File: config.mk
export PLATFORM = sky130hd
export DESIGN_NAME = dad_mcp_seq
export DESIGN_NICKNAME = d
export VERILOG_FILES = /design/src/rtl/dad_pkg.sv /design/src/rtl/dad_prio_enc16.sv /design/src/rtl/dad_mcp_seq.sv
export SDC_FILE = /design/constraint.sdc
export NUM_CORES = 1
export LEC_CHECK = 0
export ABC_AREA = 1
export ABC_CLOCK_PERIOD_IN_PS = 3100
export CAP_MARGIN = 20
export CORE_UTILIZATION = 49
export DETAILED_ROUTE_END_ITERATION = 16
export GPL_TIMING_DRIVEN = 0
export PLACE_DENSITY_LB_ADDON = 0.3
export SKIP_LAST_GASP = 1
export SYNTH_ARGS = -nofsm -noshare
export SYNTH_HDL_FRONTEND = slang
export SYNTH_HIERARCHICAL = 1
export SYNTH_SLANG_ARGS = --single-unit
export TNS_END_PERCENT = 5
File: constraint.sdc
create_clock -name clk_200m -period 3.1 [get_ports clk_200m]
set_clock_uncertainty 0.2 [all_clocks]
set_input_delay 0.62 -clock clk_200m [delete_from_list [all_inputs] [get_ports clk_200m]]
set_output_delay 0.62 -clock clk_200m [all_outputs]
set_load 0.1 [all_outputs]
File: src/rtl/dad_pkg.sv
// dad_pkg: shared types and constants for the DAD mirror-clock-pulse sequencer.
//   dad_state_e  - sequencer FSM states
//   blk_addr_t   - 4-bit reset-block address
//   DEF_*_CYC    - default phase lengths in clk_200m cycles
//   eff_cyc      - maps a phase length of 0 to 1 (a phase always lasts >= 1 cycle)
//   max_int      - helper for sizing the shared phase counter
package dad_pkg;

  typedef enum logic [2:0] {
    ST_PWRUP,
    ST_IDLE,
    ST_SETUP,
    ST_STROBE,
    ST_HOLD,
    ST_DONE
  } dad_state_e;

  typedef logic [3:0] blk_addr_t;

  localparam int DEF_SETUP_CYC  = 4;
  localparam int DEF_STROBE_CYC = 8;
  localparam int DEF_HOLD_CYC   = 4;
  localparam int DEF_PWRUP_CYC  = 1024;

  function automatic int eff_cyc(input int c);
    return (c < 1) ? 1 : c;
  endfunction

  function automatic int max_int(input int a, input int b);
    return (a > b) ? a : b;
  endfunction

endpackage

File: src/rtl/dad_prio_enc16.sv
// dad_prio_enc16: combinational lowest-set-bit priority encoder.
//   mask_i  [15:0] in   candidate block mask
//   idx_o   [3:0]  out  index of the lowest set bit (0 when mask_i is zero)
//   valid_o        out  1 when any bit of mask_i is set
module dad_prio_enc16
  import dad_pkg::*;
(
  input  logic [15:0] mask_i,
  output blk_addr_t   idx_o,
  output logic        valid_o
);

  always_comb begin
    idx_o   = '0;
    valid_o = |mask_i;
    // Scan downwards so the lowest set bit is the last one written.
    for (int i = 15; i >= 0; i--) begin
      if (mask_i[i]) begin
        idx_o = blk_addr_t'(i);
      end
    end
  end

endmodule

File: src/rtl/dad_mcp_seq.sv
// dad_mcp_seq: sequencer that pulses the DAD reset-driver strobe once per
// selected reset block, in ascending block order, after a power-up delay.
//   clk_200m     in   sole clock, rising edge
//   reset        in   synchronous active-high reset
//   enable       in   permits start to be accepted
//   start        in   one-cycle sequence request
//   blk_mask     in   [15:0] blocks to pulse
//   sel_cfg      in   [1:0] DAD_SEL value for the sequence
//   mode_cfg     in   [1:0] DAD_MODE value for the sequence
//   busy         out  sequence in progress (SETUP/STROBE/HOLD/DONE)
//   done         out  one-cycle completion pulse
//   err_overrun  out  one-cycle pulse after a rejected start
//   DAD_ADDR     out  [3:0] reset-block address
//   DAD_SEL      out  [1:0] driver select
//   DAD_MODE     out  [1:0] driver mode
//   DAD_STROBE   out  driver command strobe
//   DAD_OEZ      out  driver output enable, active low
//   DAD_RESETN   out  driver reset, active low
//   DAD_SCPENZ   out  SCP chip enable, tied high
module dad_mcp_seq
  import dad_pkg::*;
#(
  parameter int SETUP_CYC  = DEF_SETUP_CYC,
  parameter int STROBE_CYC = DEF_STROBE_CYC,
  parameter int HOLD_CYC   = DEF_HOLD_CYC,
  parameter int PWRUP_CYC  = DEF_PWRUP_CYC
)(
  input  logic        clk_200m,
  input  logic        reset,
  input  logic        enable,
  input  logic        start,
  input  logic [15:0] blk_mask,
  input  logic [1:0]  sel_cfg,
  input  logic [1:0]  mode_cfg,
  output logic        busy,
  output logic        done,
  output logic        err_overrun,
  output logic [3:0]  DAD_ADDR,
  output logic [1:0]  DAD_SEL,
  output logic [1:0]  DAD_MODE,
  output logic        DAD_STROBE,
  output logic        DAD_OEZ,
  output logic        DAD_RESETN,
  output logic        DAD_SCPENZ
);

  localparam int SETUP_N  = eff_cyc(SETUP_CYC);
  localparam int STROBE_N = eff_cyc(STROBE_CYC);
  localparam int HOLD_N   = eff_cyc(HOLD_CYC);
  localparam int PWRUP_N  = eff_cyc(PWRUP_CYC);
  localparam int MAX_N    = max_int(max_int(SETUP_N, STROBE_N), max_int(HOLD_N, PWRUP_N));
  // One counter serves every phase; it only ever counts 0 .. MAX_N-1.
  localparam int CNT_W    = (MAX_N > 1) ? $clog2(MAX_N) : 1;

  localparam logic [CNT_W-1:0] SETUP_LAST  = CNT_W'(SETUP_N - 1);
  localparam logic [CNT_W-1:0] STROBE_LAST = CNT_W'(STROBE_N - 1);
  localparam logic [CNT_W-1:0] HOLD_LAST   = CNT_W'(HOLD_N - 1);
  localparam logic [CNT_W-1:0] PWRUP_LAST  = CNT_W'(PWRUP_N - 1);

  dad_state_e       state_q, state_d;
  logic [CNT_W-1:0] cnt_q, cnt_d;
  logic [15:0]      mask_q, mask_d;
  logic [1:0]       sel_q, sel_d;
  logic [1:0]       mode_q, mode_d;
  blk_addr_t        addr_q, addr_d;
  logic             err_q, err_d;

  blk_addr_t        cur_idx, nxt_idx;
  logic             cur_vld, nxt_vld;
  logic             accept;

  assign accept = start && enable && (state_q == ST_IDLE);

  // Block being serviced now, used to clear its bit at the end of HOLD.
  dad_prio_enc16 u_enc_cur (
    .mask_i  (mask_q),
    .idx_o   (cur_idx),
    .valid_o (cur_vld)
  );

  // Block that will be serviced next; lets DAD_ADDR be registered so it is
  // already correct in the first SETUP cycle.
  dad_prio_enc16 u_enc_nxt (
    .mask_i  (mask_d),
    .idx_o   (nxt_idx),
    .valid_o (nxt_vld)
  );

  // Latched sequence configuration.  Kept apart from the state logic so the
  // mask -> encoder -> state path has no block-level feedback.
  always_comb begin
    mask_d = mask_q;
    sel_d  = sel_q;
    mode_d = mode_q;
    if (accept) begin
      mask_d = blk_mask;
      sel_d  = sel_cfg;
      mode_d = mode_cfg;
    end else if (state_q == ST_HOLD && cnt_q == HOLD_LAST && cur_vld) begin
      mask_d = mask_q & ~(16'd1 << cur_idx);
    end
  end

  always_comb begin
    state_d = state_q;
    cnt_d   = cnt_q;
    addr_d  = addr_q;
    err_d   = start && !accept;
    case (state_q)
      ST_PWRUP: begin
        if (cnt_q == PWRUP_LAST) begin
          state_d = ST_IDLE;
          cnt_d   = '0;
        end else begin
          cnt_d = cnt_q + CNT_W'(1);
        end
      end
      ST_IDLE: begin
        if (accept) begin
          cnt_d   = '0;
          state_d = nxt_vld ? ST_SETUP : ST_DONE;
        end
      end
      ST_SETUP: begin
        if (cnt_q == SETUP_LAST) begin
          state_d = ST_STROBE;
          cnt_d   = '0;
        end else begin
          cnt_d = cnt_q + CNT_W'(1);
        end
      end
      ST_STROBE: begin
        if (cnt_q == STROBE_LAST) begin
          state_d = ST_HOLD;
          cnt_d   = '0;
        end else begin
          cnt_d = cnt_q + CNT_W'(1);
        end
      end
      ST_HOLD: begin
        if (cnt_q == HOLD_LAST) begin
          cnt_d   = '0;
          state_d = nxt_vld ? ST_SETUP : ST_DONE;
        end else begin
          cnt_d = cnt_q + CNT_W'(1);
        end
      end
      ST_DONE: begin
        state_d = ST_IDLE;
      end
      default: begin
        state_d = ST_PWRUP;
        cnt_d   = '0;
      end
    endcase
    if (state_d == ST_SETUP && state_q != ST_SETUP) begin
      addr_d = nxt_idx;
    end
  end

  always_ff @(posedge clk_200m) begin
    if (reset) begin
      state_q <= ST_PWRUP;
      cnt_q   <= '0;
      mask_q  <= '0;
      sel_q   <= '0;
      mode_q  <= '0;
      addr_q  <= '0;
      err_q   <= 1'b0;
    end else begin
      state_q <= state_d;
      cnt_q   <= cnt_d;
      mask_q  <= mask_d;
      sel_q   <= sel_d;
      mode_q  <= mode_d;
      addr_q  <= addr_d;
      err_q   <= err_d;
    end
  end

  assign busy        = (state_q == ST_SETUP) || (state_q == ST_STROBE) ||
                       (state_q == ST_HOLD)  || (state_q == ST_DONE);
  assign done        = (state_q == ST_DONE);
  assign err_overrun = err_q;
  assign DAD_ADDR    = addr_q;
  assign DAD_SEL     = sel_q;
  assign DAD_MODE    = mode_q;
  assign DAD_STROBE  = (state_q == ST_STROBE);
  assign DAD_OEZ     = (state_q == ST_PWRUP);
  assign DAD_RESETN  = (state_q != ST_PWRUP);
  assign DAD_SCPENZ  = 1'b1;

endmodule
==> metrics list, run 1 <==
- Static leakage power: 0.00150 uW
- Number of storage elements in the synthesis netlist: 38
- The library cell used most frequently in the layout, excluding fill and tap cells, is sky130_fd_sc_hd__nand2_1.
- Final total power: 1090 uW
* Number of CTS-inserted buffers: 5
* Overall via count from detail_route: between 2000 and 3000
- Counting buffers and inverters, the worst setup path is 21 cells deep.
* Number of remaining DRC errors: 0
- Port buffering added 36 buffers.
- In this run the cell area of the synthesized design comes to ~2600 um^2.
* Worst-skew pair later-pin latency: about 0.29 ns
* Number of buffer and inverter instances along the worst setup path: 10
- Largest incremental delay on the critical path: slightly above 0.5 ns
- Critical path data arrival time: ~3.6 ns
- Number of failing hold endpoints at the final stage: 0
- After clock tree synthesis, the clock-pin slew on the worst setup and hold paths is 0.07 ns.
- In this run the vertical extent of the chip is 74.3 um.
- Static timing analysis puts the maximum clock frequency at between 200 and 300 MHz.
* Cell depth of the worst flop-to-flop path: 32
- Hold timing on the final database bottoms out at a slack of 0.281 ns.
* Violation count after the first detailed-route iteration: 199
* Critical-path top delay cell: sky130_fd_sc_hd__clkdlybuf4s50_1
* Site Rows: 25
* Dpl cell area: approximately 3000 um^2
- Routed wire length: a little under 7000 um
* Cells along the critical path: clkdlybuf4s50_1 -> nand2_1 -> nor2_4 -> inv_1 -> nor2_4 -> inv_1 -> buf_4 -> o211ai_1 -> nand2_1 -> or2_4 -> nor4_4 -> buf_4 -> buf_4 -> buf_4 -> buf_4 -> buf_4 -> nor3_1 -> inv_1 -> nand3_2 -> nand2_1 -> nor2_1
- The initial utilization of the core area, before any placement, comes to 52.4%.
- The setup path with the least slack is of type in2reg.
* TritonCTS clock tree: built
- Area of the core region: slightly below 5000 um^2
- Die width: ~74 um
* Net Count, Synth: roughly 430
- Power spread over the standard cell area amounts to around 320 nW/um^2.
* Final min period: roughly 3.6 ns
* Classification of the worst-slack hold path: reg2reg
- DR WL/cell: roughly 13 um
- The clock passes through at most 2 buffers.
* Slew @ Worst Pin: 0.975 ns
- The global routing stage identified its most utilized layer as met2.
- Highest net fanout along the worst path: 10
- Via count of the first global-routing pass: 2552
* Outcome: finished with violations
- CTS placed an instance of sky130_fd_sc_hd__clkbuf_8 at the clock tree root.
* Cell seen most often among critical-path stages: sky130_fd_sc_hd__buf_4
- The worst setup path is captured at a flop.
- For this run, global-route usage on met3 was measured as a little over 5%.
- Timing analysis after detailed placement gives a worst setup slack of -1.18 ns.
* Hold depth: 2
- P&R area growth vs syn: 33.5%
- Dividing the final minimum period by the clock period gives 115%.
- Yosys mapped the design onto 32 distinct sky130hd cell types.
- Detailed placement finished with a half-perimeter wire length of around 4600 um.
* Full die area: 5510 um^2
* Fin worst setup slack: -0.466 ns
* Failing checks: setup timing
- The tool flagged a number of max-cap violations equal to 0.
- Category of cells accounting for the largest share of critical-path delay: buffers and inverters
* Num Clock Sinks: 38
* Worst Setup Start Kind: input port
* Vias per inst: about 5.3
- The post-route netlist has between 20% and 30% of its cells at a drive strength greater than 1.
* GRT Total Usage: between 20% and 30%
- Cell count after synthesis: 400
* Setup violations, final: 8
- Met2 track demand over resource: 45.4%
- CTS built an H-tree with a depth of 2.
- Worst ir drop on vdd: a little under 0.3 mV
* Count of synthesis-stage warnings from yosys: 6
* Wire length of the first global-routing pass: roughly 11000 um
* Top library cells by usage in the layout, fill and taps aside: 94 x sky130_fd_sc_hd__nand2_1, 45 x sky130_fd_sc_hd__inv_1, 38 x sky130_fd_sc_hd__nor2_1, 36 x sky130_fd_sc_hd__clkdlybuf4s50_1, 35 x sky130_fd_sc_hd__dfxtp_1
- Met1 layer usage reported by global route: approximately 34%
- Entering global routing, the biggest net connects 13 pins.
- Setup repair after global routing could not meet its margin everywhere.
* Num ports: 39
- Summing the sequential cell areas from Yosys gives 29.7% of the chip area.
- The number of antenna violations at the first check in global routing is 0.
- Global placer's final weighted congestion: 0.904
- The repair_antennas step left the layout with diodes totalling 0.
- Required time of the worst setup path: between 3 and 4 ns
- Overflow after GRT: 0
* Post-route core utilization: roughly 70%
- Post-route antenna net violation count: 0
- Max-slew violation count: 0
* Max_slew headroom: about a third
- Each instance of the synthesized netlist takes up on average between 6 and 7 um^2.
- First-pass iteration count of the detailed router: 5
* Summed area of non-filler cells in the final layout: approximately 3400 um^2
- Number of nets at the end of the flow: slightly below 500
-- report_power, final --
part	leakage [uW]	internal [uW]	switching [uW]	total [uW]
registers	0.000308	492	3.34	495
logic	0.00112	36.4	36.8	73.2
clock network	0.0000714	343	181	524
-- synth_stat cells, drive strengths merged --
cell	number	area (um^2)
ha	1	12.5
clkbuf	8	30.0
conb	1	3.75
nor3	10	55.1
xnor2	2	17.5
nor2	49	224
or2	2	12.5
xor2	3	26.3
buf	6	38.8
o21ai	13	68.8
nand4	20	125
nor3b	1	12.5
nor4	2	12.5
dfxtp	38	761
nand3	27	160
o211ai	16	170
inv	67	251
a21oi	33	188
nand2	101	389
-- worst register-to-register path, delay by kind of cell (launching register included) --
kind            cells  cell delay (ns)
compound gates      2             0.44
flops               1             0.33
simple gates       21             1.57
buf+inv             9             0.91
-- cell families after synthesis --
group                    share of synthesized area (%)
flip-flops                                        29.7
AND/OR/NAND/NOR                                   38.7
buffers and inverters                             12.5
adder cells (fa/ha/maj)                          0.489
AO/OA/AOI/OAI                                     16.7
other                                            0.147
XOR/XNOR                                          1.71
-- worst paths after layout --
path / start / to / slack [ns]
min: DAD_ADDR[1] / DAD_ADDR[1] / 0.28
max: start / DAD_ADDR[3] / -0.47
min reg2reg: DAD_ADDR[1] / DAD_ADDR[1] / 0.28
max reg2reg: mask_q[14] / DAD_ADDR[3] / -0.46
-- area by class of cell --
cell class | count | area, um^2
repair buffers | 55 | 523
clock inverters | 2 | 60.1
well taps | 67 | 83.8
fillers | 416 | 1460
multi-input cells | 281 | 1580
inverters | 67 | 251
flip-flops and latches | 38 | 764
clock buffers | 6 | 82.6
plain buffers | 12 | 66.3
-- flip-flops by register name (all words and copies together) (netlist names) --
name / flops
DAD_MODE: 2
state_q: 3
mask_q: 16
DAD_SEL: 2
cnt_q: 10
DAD_ADDR: 4
err_overrun: 1
-- stage by stage --
stage,TNS [ns],std cells
after floorplan,-1.31,400
after global placement,-6.66,503
after detailed placement,-7.34,503
after CTS,-1.47,527
after global routing,-4.84,528
final,-2.37,528
-- per-layer routing --
layer	share of wire, %	up-vias
li1	-	1408
met1	45	1285
met2	48	103
met3	5.0	16
met4	2.2	0
met5	0	-
-- what timing repair did --
action                     CTS  global route
hold buffers                 0             0
gates resized for setup     26             7
setup endpoints to repair    8            10
pin swaps                   13            14
setup buffers               18             1
Note: power is estimated with default switching activity, not from simulation.
==> run 2: changes to the inputs <==
--- a/config.mk
+++ b/config.mk
@@ -10,7 +10,6 @@
 export CAP_MARGIN = 20
 export CORE_UTILIZATION = 49
 export DETAILED_ROUTE_END_ITERATION = 16
-export GPL_TIMING_DRIVEN = 0
 export PLACE_DENSITY_LB_ADDON = 0.3
 export SKIP_LAST_GASP = 1
 export SYNTH_ARGS = -nofsm -noshare
==> metrics list, run 2 (synthesis gave the netlist of run 1 again) <==
- The run finished, with violations left.
* Failing checks: setup timing
* Num ports: 39 (unchanged)
- Via count of the first global-routing pass: 3035 (+19%)
- Flip-flop count of the largest register after layout: 16 (unchanged)
- The power per standard cell area is 262 nW/um^2 (-18%).
- The post-layout total power is 999 uW (-8.6%).
- The clock latency on the worst-skew pair came to 0.29 ns (about the same).
* Critical path data arrival time: 3.68 ns (+0.12 ns)
- From synthesis to final layout, the design area changed by 49.0%.
* First-pass iteration count of the detailed router: 5 (unchanged)
- The total core area is 4880 um^2 (unchanged).
- Placed cells: 578 (+15%)
- The number of antenna-violating nets in the routed design came to 0 (unchanged).
* Vias per inst: 5.31 (-0.35%)
* Site Rows: 25 (unchanged)
- Number of max-capacitance violations reported: 0 (unchanged)
* Port Buf Inserts: 37 (+2.8%)
- Reg area: 762 um^2 (-0.33%)
* Final min period: 3.65 ns (+0.0855 ns)
- The critical path is of the reg2reg type.
- Number of remaining DRC errors: 0 (unchanged)
- The number of buffers added by the clock tree synthesis step is 5 (unchanged).
- Overall via count from detail_route: 3163 (+12%)
- The proportion of layout cells with a drive suffix above 1 came to 35.2% (+12 points).
- Worst reg2reg startpoint: mask_q[15]
- The number of fillers in the final layout is 354 (-15%).
- The die extent in y is 74.3 um (unchanged).
- Max Fclk: 274 MHz (-2.3%)
- Area taken by multi-input logic gates: 1530 um^2 (-3.2%)
- TritonCTS clock tree: built
- Die width: 74.3 um (unchanged)
- Violation count after the first detailed-route iteration: 208 (+4.5%)
- Ranked by flip-flop count, first place goes to mask_q.
- The number of H-tree levels came to 2 (unchanged).
- The instance area after placement came to 3570 um^2 (+19%).
* Element type at the critical path end: flop
- Top library cells by usage in the layout, fill and taps aside: 111 x sky130_fd_sc_hd__buf_4, 95 x sky130_fd_sc_hd__nand2_1, 48 x sky130_fd_sc_hd__inv_1, 38 x sky130_fd_sc_hd__nor2_1, 37 x sky130_fd_sc_hd__dfxtp_1
* Static leakage power: 0.00185 uW (+23%)
* Fin worst setup slack: -0.552 ns (-0.0855 ns)
- Post-DP HPWL: 5860 um (+28%)
- Worst Setup Start Kind: flop
- Number of nets at the end of the flow: 553 (+14%)
* Summed area of non-filler cells in the final layout: 3810 um^2 (+12%)
- Max-slew violation count: 0 (unchanged)
- The number of buffers added to fix hold violations after cts is 0 (unchanged).
- The worst hold path begins at DAD_ADDR[0].
* Overflow after GRT: 0 (unchanged)
- The worst hold path belongs to the class reg2reg.
- Number of failing hold endpoints at the final stage: 0 (unchanged)
- The antenna diode instance count is 0 (unchanged).
- Initial standard-cell utilization of the core: 52.4% (unchanged)
* Worst ir drop on vdd: 0.256 mV (-12%)
- The slowest stage of the critical path belongs to the cell sky130_fd_sc_hd__dfxtp_1.
- Maximum buffer depth of the clock tree: 2 (unchanged)
- Clock-pin slew on the worst setup and hold paths: 0.08 ns (about the same)
* Routed wire length: 8230 um (+19%)
* Setup repair after global routing missed its margin: yes
* DR WL/cell: 13.8 um (+5.4%)
- Antenna violations before repair: 0 (unchanged)
- The ratio of final minimum period to clock period was 118% (+2.8 points).
- The wire length of the first global-routing pass is 13200 um (+16%).
* Required time of the worst setup path: 3.13 ns (+0.04 ns)
* Global placer's final weighted congestion: 0.926 (+2.3%)
- Setup violations, final: 7 (-1)
- Num Clock Sinks: 38 (unchanged)
* Largest net degree at the start of global routing: 27 (+14)
* Post-route core utilization: 78.2% (+8.2 points)
- Master cell of the clock root buffer: sky130_fd_sc_hd__clkbuf_8
* Cell seen most often among critical-path stages: sky130_fd_sc_hd__nand2_1
- Highest net fanout along the worst path: 7 (-3)
- The number of standard cells in the final layout excluding fillers was 596 (+13%).
* CP startpoint: mask_q[15]
- Leaving out fill and tap cells, the most frequent cell in the layout is sky130_fd_sc_hd__buf_4.
- Largest incremental delay on the critical path: 0.37 ns (-0.14 ns)
- Hold slack: 0.305 ns (+0.0239 ns)
- GRT Total Usage: 31.3% (+4.4 points)
- Full die area: 5510 um^2 (unchanged)
run 2: cell count changes in the layout (fill, tap and decap cells not counted), moves of 3 or more:
cell and change:
sky130_fd_sc_hd__inv_2 -3, sky130_fd_sc_hd__clkbuf_1 -6, sky130_fd_sc_hd__buf_4 +92, sky130_fd_sc_hd__clkdlybuf4s50_1 -13
sky130_fd_sc_hd__inv_1 +3
run 2: final timing paths:
path / to / slack [ns] / cells past startpoint
max: DAD_ADDR[3] / -0.55 / 34
min: DAD_ADDR[0] / 0.31 / 2
max reg2reg: DAD_ADDR[3] / -0.55 / 34
min reg2reg: DAD_ADDR[0] / 0.31 / 2
run 2: routing by layer:
layer	wire, um	GRT usage (%)	vias up
li1	-	-	1542
met2	4060	55.1	141
met1	3350	36.4	1436
met5	0	0	-
met3	508	5.83	44
met4	311	15.7	0
run 2: critical path: cells and delay by family (launching register included):
kind                   cells  cell delay (ns)
AOI/OAI and AO/OA          2             0.30
buffers and inverters     11             1.18
and+or+nand+nor           21             1.55
DFF                        1             0.37
run 2: stage by stage:
step | setup WS [ns] | setup TNS (ns)
detailed placement | -0.573 | -3.37
CTS | -0.417 | -2.29
global route | -0.863 | -5.47
global placement | -0.454 | -2.65
finish | -0.552 | -2.99
floorplan | -0.299 | -1.31
run 2: area by class of cell:
type / count / area share (%)
clock inverter: 3 / 1.05
sequential: 38 / 20.0
clock buffer: 5 / 1.80
multi-input combinational: 281 / 40.2
inverter: 67 / 6.59
tap: 67 / 2.20
timing repair buffer: 135 / 28.2
run 2: where the power goes:
part           switching (uW)  internal, uW  leakage, uW
Sequential               1.84           492     0.000307
Combinational            38.9          42.1      0.00148
Clock                     187           237    0.0000579
run 2: timing repair:
item                                    4_1_cts  5_1_grt
gates resized for setup                       7        8
pin swaps                                    10        5
buffers inserted                              9        1
hold endpoints to repair                      0        0
endpoints found under the setup margin        7        7
cloned                                        0        0
